## config.mk

```make
export PLATFORM = sky130hd
export DESIGN_NAME = pwm_capture
export DESIGN_NICKNAME = d
export VERILOG_FILES = /design/src/rtl/pwm_capture.sv
export SDC_FILE = /design/constraint.sdc
export NUM_CORES = 1
export LEC_CHECK = 0
export CAP_MARGIN = 25
export CELL_PAD_IN_SITES_DETAIL_PLACEMENT = 1
export CELL_PAD_IN_SITES_GLOBAL_PLACEMENT = 2
export CORE_MARGIN = 5
export CORE_UTILIZATION = 42
export CTS_BUF_LIST = sky130_fd_sc_hd__clkbuf_8
export DETAILED_ROUTE_END_ITERATION = 7
export HOLD_SLACK_MARGIN = 0.12
export PLACE_DENSITY_LB_ADDON = 0.1
export SLEW_MARGIN = 20
export SYNTH_ARGS = -nofsm -noshare
export SYNTH_HDL_FRONTEND = slang
export SYNTH_SLANG_ARGS = --single-unit
```

## constraint.sdc

```tcl
create_clock -name clk -period 4.95 [get_ports clk]
set_input_delay 0.495 -clock clk [delete_from_list [all_inputs] [get_ports clk]]
set_output_delay 0.495 -clock clk [all_outputs]
set_load 0.05 [all_outputs]
```

## src/rtl/pwm_capture.sv

```systemverilog
// PWM receiver: measures period and high time (clk cycles, rise to rise) of an async input.
// Results are registered and appear SYNC_STAGES edges after pwm_in is first sampled high; there is no backpressure.
module pwm_capture #(
  parameter int CNT_W       = 16,
  parameter int SYNC_STAGES = 2
) (
  input  logic             clk,
  input  logic             rst_n,
  input  logic             cap_en,
  input  logic             ovf_clr,
  input  logic             pwm_in,
  output logic [CNT_W-1:0] period_meas,
  output logic [CNT_W-1:0] high_meas,
  output logic             meas_valid,
  output logic             overflow,
  output logic             busy
);

  typedef enum logic [1:0] {IDLE, ARM, HIGH, LOW} state_t;

  state_t                 state;
  logic [SYNC_STAGES-1:0] sync_q;
  logic                   s_d;
  logic [CNT_W-1:0]       cnt;
  logic [CNT_W-1:0]       high_lat;

  logic s, rise, fall, cnt_max;
  logic [CNT_W-1:0] cnt_inc;

  assign s       = sync_q[SYNC_STAGES-1];
  assign rise    = s & ~s_d;
  assign fall    = ~s & s_d;
  assign cnt_max = (cnt == {CNT_W{1'b1}});
  // A fall on the very last count saturates rather than wraps; LOW then overflows.
  assign cnt_inc = cnt_max ? cnt : cnt + CNT_W'(1);
  assign busy    = (state != IDLE);

  always_ff @(posedge clk or negedge rst_n) begin
    if (!rst_n) begin
      sync_q <= '0;
      s_d    <= 1'b0;
    end else begin
      sync_q <= {sync_q[SYNC_STAGES-2:0], pwm_in};
      s_d    <= s;
    end
  end

  always_ff @(posedge clk or negedge rst_n) begin
    if (!rst_n) begin
      state       <= IDLE;
      cnt         <= '0;
      high_lat    <= '0;
      period_meas <= '0;
      high_meas   <= '0;
      meas_valid  <= 1'b0;
      overflow    <= 1'b0;
    end else begin
      meas_valid <= 1'b0;
      // Overflow set further down is a later assignment, so set beats clear.
      if (ovf_clr) overflow <= 1'b0;
      if (!cap_en) begin
        state <= IDLE;
        cnt   <= '0;
      end else begin
        case (state)
          IDLE: begin
            cnt   <= '0;
            state <= ARM;
          end
          ARM: begin
            if (rise) begin
              cnt   <= CNT_W'(1);
              state <= HIGH;
            end
          end
          HIGH: begin
            if (fall) begin
              high_lat <= cnt;
              cnt      <= cnt_inc;
              state    <= LOW;
            end else if (cnt_max) begin
              overflow <= 1'b1;
              cnt      <= '0;
              state    <= ARM;
            end else begin
              cnt <= cnt + CNT_W'(1);
            end
          end
          LOW: begin
            if (rise) begin
              period_meas <= cnt;
              high_meas   <= high_lat;
              meas_valid  <= 1'b1;
              cnt         <= CNT_W'(1);
              state       <= HIGH;
            end else if (cnt_max) begin
              overflow <= 1'b1;
              cnt      <= '0;
              state    <= ARM;
            end else begin
              cnt <= cnt + CNT_W'(1);
            end
          end
          default: begin
            cnt   <= '0;
            state <= IDLE;
          end
        endcase
      end
    end
  end

endmodule

```

== Word-level counts from Yosys, hierarchy flattened ==
Cells that the tools add are included.
Word-level totals
  bits in registers: 71
  input port bits: 5
  output and inout port bits: 35
  logic and storage cells: 47
Cells by class
  $add $sub $neg: 1
  eq/ne operators: 6
  mux-type cells: 22
  bitwise operators: 4
  reduce and logical (&&, ||, !) cells: 5
Operators by type and width (count)
  2-to-1 mux 16 bit: 6
  one-hot mux 16 bit (4 select lines): 1
  adder 16 x 1 -> 16 bit (second input constant): 1
  == test 16 bit (second input constant): 1
  2-to-1 mux 2 bit: 5
  2-to-1 mux 1 bit: 8
  one-hot mux 2 bit (4 select lines): 1
  AND reduction 3 bit: 2
  == test 2 bit (second input constant): 2
  != test 4 bit (second input constant): 1
  != test 3 bit (second input constant): 1
  bitwise AND 1 bit: 2
  == test 2 x 1 -> 1 bit (second input constant): 1
  zero test 2 bit: 1
  NOT 1 bit: 2
  one-hot mux 1 bit (2 select lines): 1
  AND reduction 2 bit: 1
  nonzero test 2 bit: 1

== Logic depth before layout (Yosys ltp) ==
  depth in word-level cells: 5
  mapped depth: 8

== Worst setup path before layout ==
OpenSTA, ideal clock, no wires.
  path kind: register to register
  from: reg cnt[0]
  to: reg cnt[12]
  arrival: 1.735 ns
  setup slack: 3.086 ns
  cell stages (with the launch flop): 9
  buffers on the path: 2
  cells stage by stage: dfrtp_1 ha_1 and3_4 and4_4 a31o_4 buf_6 buf_6 o21ai_0 o31ai_1
On the way
  cells in the longest elaborated chain, start to end: 5
  elaborated cells on any way between the ends: 10
  classes of those cells: add/sub: 1; eq/ne: 2; mux: 6; reduce/logical: 1
Ends and longest elaborated chain
  start, declared: line 24  | logic [CNT_W-1:0] cnt;
  start signal, assigned: line 79  | cnt <= cnt_inc;
  start signal, assigned: line 86  | cnt <= cnt + CNT_W'(1);
  start signal, assigned: line 101  | cnt <= cnt + CNT_W'(1);
  adder 16 x 1 -> 16 bit / == test 16 bit (equally long branches)
  2-to-1 mux 16 bit (on tied branches): line 81, 96, 35
  2-to-1 mux 16 bit (on tied branches): line 90, 77
  one-hot mux 16 bit (4 select lines): line 65  | case (state)
  2-to-1 mux 16 bit: line 61  | if (!cap_en) begin
Parallel ways exist; a longest one is shown, timed or not. The select of a mux whose other input is x is not followed.
A chain may end at the register's enable or synchronous reset.

== Worst setup path after layout ==
  from: reg cnt[0]
  to: reg cnt[14]
The elaborated chain is that of the path after synthesis.

==> results.sh <==
export IMPL_clk_latency_ns=0.34
export IMPL_fin_crit_ns=2.49
export IMPL_synth_top_flop_cell="dfrtp_1"
export IMPL_syn_inst=226
export IMPL_boundaryPins=40
export IMPL_period_share_pct=50.3
export IMPL_holdPathStages=0
export IMPL_p_sw_mw=0.238
export IMPL_yosysTopAreaCellShare_pct=58.8
export IMPL_cp_max_fo=13
export IMPL_skew_ns=0.00732
export IMPL_grt_first_pass_wirelength_um=10200
export IMPL_seqPwrFrac_pct=57.4
export IMPL_grt_max_degree=72
export IMPL_synthesis_nets=232
export IMPL_worstReg2RegEnd="cnt[14]"
export IMPL_worst_setup_path_start_kind="register"
export IMPL_clockRootBuffer="clkbuf_8"
export IMPL_synthArstFlopShare_pct=100
export IMPL_max_freq_mhz=402
export IMPL_reg2reg_from="cnt[0]"
export IMPL_antennaDiodeCount=0
export IMPL_core_area_um2=7140
export IMPL_start_util_pct=42.3
export IMPL_maxCapViolCount=0
export IMPL_rrSetupSlack_ns=2.46
export IMPL_synth_seq_cells=71
export IMPL_critPathKind="register to register"
export IMPL_hp_class="register to register"
export IMPL_drive_gt1_share_pct=27.8
export IMPL_grtUsageTotal_pct=14.6
export IMPL_synth_top_cell_by_area="dfrtp_1"
export IMPL_num_nets_final=275
export IMPL_cts_tree="done"
export IMPL_internal_power_mw=0.786
export IMPL_vias=1887
export IMPL_rows=31
export IMPL_drt_initial_drc_count=52
export IMPL_clock_sinks=71
export IMPL_timing_hold_violations_final=0
export IMPL_tightest_slew_ns=0.900
export IMPL_p_total_mw=1.02
export IMPL_ys_top_cells_by_count="71 x dfrtp_1, 48 x mux2_2, 13 x nand3_1"
export IMPL_cts_setup_buffers=0
export IMPL_min_to="sync_q[1]"
export IMPL_rsz0062_at_grt="no"
export IMPL_p_per_area_nw_per_um2=281
export IMPL_ys_seq_area_share_pct=58.8
export IMPL_status="completed"
export IMPL_clockBufferDepth=2
export IMPL_fp_dieH_um=94.8
export IMPL_vdd_ir_drop_worst_mv=0.138
export IMPL_ctsHtreeMaxLevel=3
export IMPL_io_buffers=39
export IMPL_vias_per_cell=5.07
export IMPL_gp_congestion=0.735
export IMPL_grt_pass1_vias=2077
export IMPL_grt_overflow=0
export IMPL_leakagePower_nw=1.74
export IMPL_hold_start="sync_q[0]"
export IMPL_relSlewSlack_pct=39.9
export IMPL_tns_ns=0
export IMPL_synth_most_common_cell="dfrtp_1"
export IMPL_cp_end_kind="register"
export IMPL_syn_area_um2=3020
export IMPL_cts_resized=0
export IMPL_ys_warnings_count=0
export IMPL_post_dp_hpwl_um=3880
export IMPL_combinationalPowerShare_pct=4.1
export IMPL_postRouteAntennaNets=0
export IMPL_drc=0
export IMPL_wl_per_cell_um=15.8
export IMPL_numCtsBuffers=9
export IMPL_fp_dieArea_um2=8990
export IMPL_hold_ws_ns=0.357
export IMPL_die_w_um=94.8
export IMPL_synth_edf_count=0
export IMPL_area_delta_synth_final_pct=20.6
export IMPL_cts_reportedPaths_clkPinSlew_ns=0.07
export IMPL_syn_area_per_cell_um2=13.4
export IMPL_synth_area_top_cells="dfrtp_1 59%, mux2_2 18%, a22o_1 2.9%, nand3_1 2.2%, buf_6 1.9%"
export IMPL_ctsHoldBuffers=0
export IMPL_wl_um=5890
export IMPL_drv_slew=0
export IMPL_critPathArrivalTime_ns=2.76
export IMPL_antenna_found_initial=0
export IMPL_crit_required_ns=5.22
export IMPL_clockPowerShare_pct=38.4
export IMPL_p_sw_share_pct=23.2
export IMPL_reg2reg_depth=6
export IMPL_drt_first_pass_iters=2
export IMPL_setup_viol=0
export IMPL_yosysUniqueCellTypes=38
## sequential cells by signal, indices dropped and copies added, names as in the netlist
signal,count
period_meas,16
cnt,16
meas_valid,1
high_lat,16
s_d,1
high_meas,16
overflow,1
sync_q,2
state,2
## final cells by class
class	count	area (um^2)
fill	754	3490
sequential	71	1780
multi-input combinational	143	1160
timing repair buffer	42	408
clock buffer	10	138
tap	99	124
clock inverter	5	26.3
inverter	2	7.51
## how the worst max path moves through the flow
stage / slack (ns) / start / depth (start not counted) / end
2_1_floorplan: 3.09 / cnt[0] / 8 / cnt[12]
4_1_cts: 2.09 / cap_en / 7 / cnt[14]
6_report: 2.46 / cnt[0] / 6 / cnt[14]
5_1_grt: 2.34 / cnt[0] / 6 / cnt[15]
3_3_place_gp: 1.88 / cap_en / 7 / cnt[9]
3_5_place_dp: 1.74 / cap_en / 7 / cnt[13]
## cells in the final DEF, fill, tap and decap left out, types with 4 or more instances in the layout
cell / n
o21ai_0: 8
clkdlybuf4s50_1: 38
and3_1: 4
mux2_2: 48
nor2b_1: 4
nand2_1: 8
a22o_1: 10
nand3_1: 13
nor2_1: 10
clkbuf_8: 10
a21o_1: 6
dfrtp_1: 71
## worst max-delay path, stage by stage (launching register included)
cell and delay (ns):
dfrtp_1 0.47, ha_1 0.28, and3_4 0.21, and4_4 0.21, a21oi_2 0.60, nor2b_2 0.45, a22o_1 0.19
## power by group through the flow
| stage | Sequential, mW | Combinational (mW) | Clock, mW |
|---|---|---|---|
| finish | 0.588 | 0.0425 | 0.394 |
| global placement | 0.599 | 0.0436 | 0 |
| CTS | 0.588 | 0.0440 | 0.408 |
| global route | 0.588 | 0.0479 | 0.431 |
| detailed placement | 0.599 | 0.0438 | 0 |
| floorplan | 0.600 | 0.0228 | 0 |
## per-stage QoR
stage	std cells	setup WS [ns]	cell area (um^2)	util [%]
CTS	371	2.09	3640	51.0
finish	372	2.46	3640	51.1
global placement	356	1.88	3470	48.7
floorplan	226	3.09	3020	-
global route	372	2.34	3640	51.1
detailed placement	356	1.74	3470	48.7
## layer usage
| layer | GRT usage, % | vias up | wire, um |
|---|---|---|---|
| met1 | 19.3 | 953 | 2820 |
| met4 | 5.41 | 0 | 76 |
| met2 | 23.1 | 26 | 2820 |
| li1 | - | 901 | - |
| met3 | 3.82 | 7 | 173 |
| met5 | 0 | - | 0 |
## cell families (layout without fill, tap and decap cells)
family                     after synthesis  after routing  synth area share (%)
DFF                                     71             71                  58.8
and+or+nand+nor                         56             56                  10.5
muxes                                   48             48                  17.9
AOI/OAI and AO/OA                       36             36                  8.90
buffers and inverters                   12             59                  2.90
xor gates and xnor gates                 2              2                 0.580
adders and majority gates                1              1                 0.414
Power figures use the tool's default switching activity.
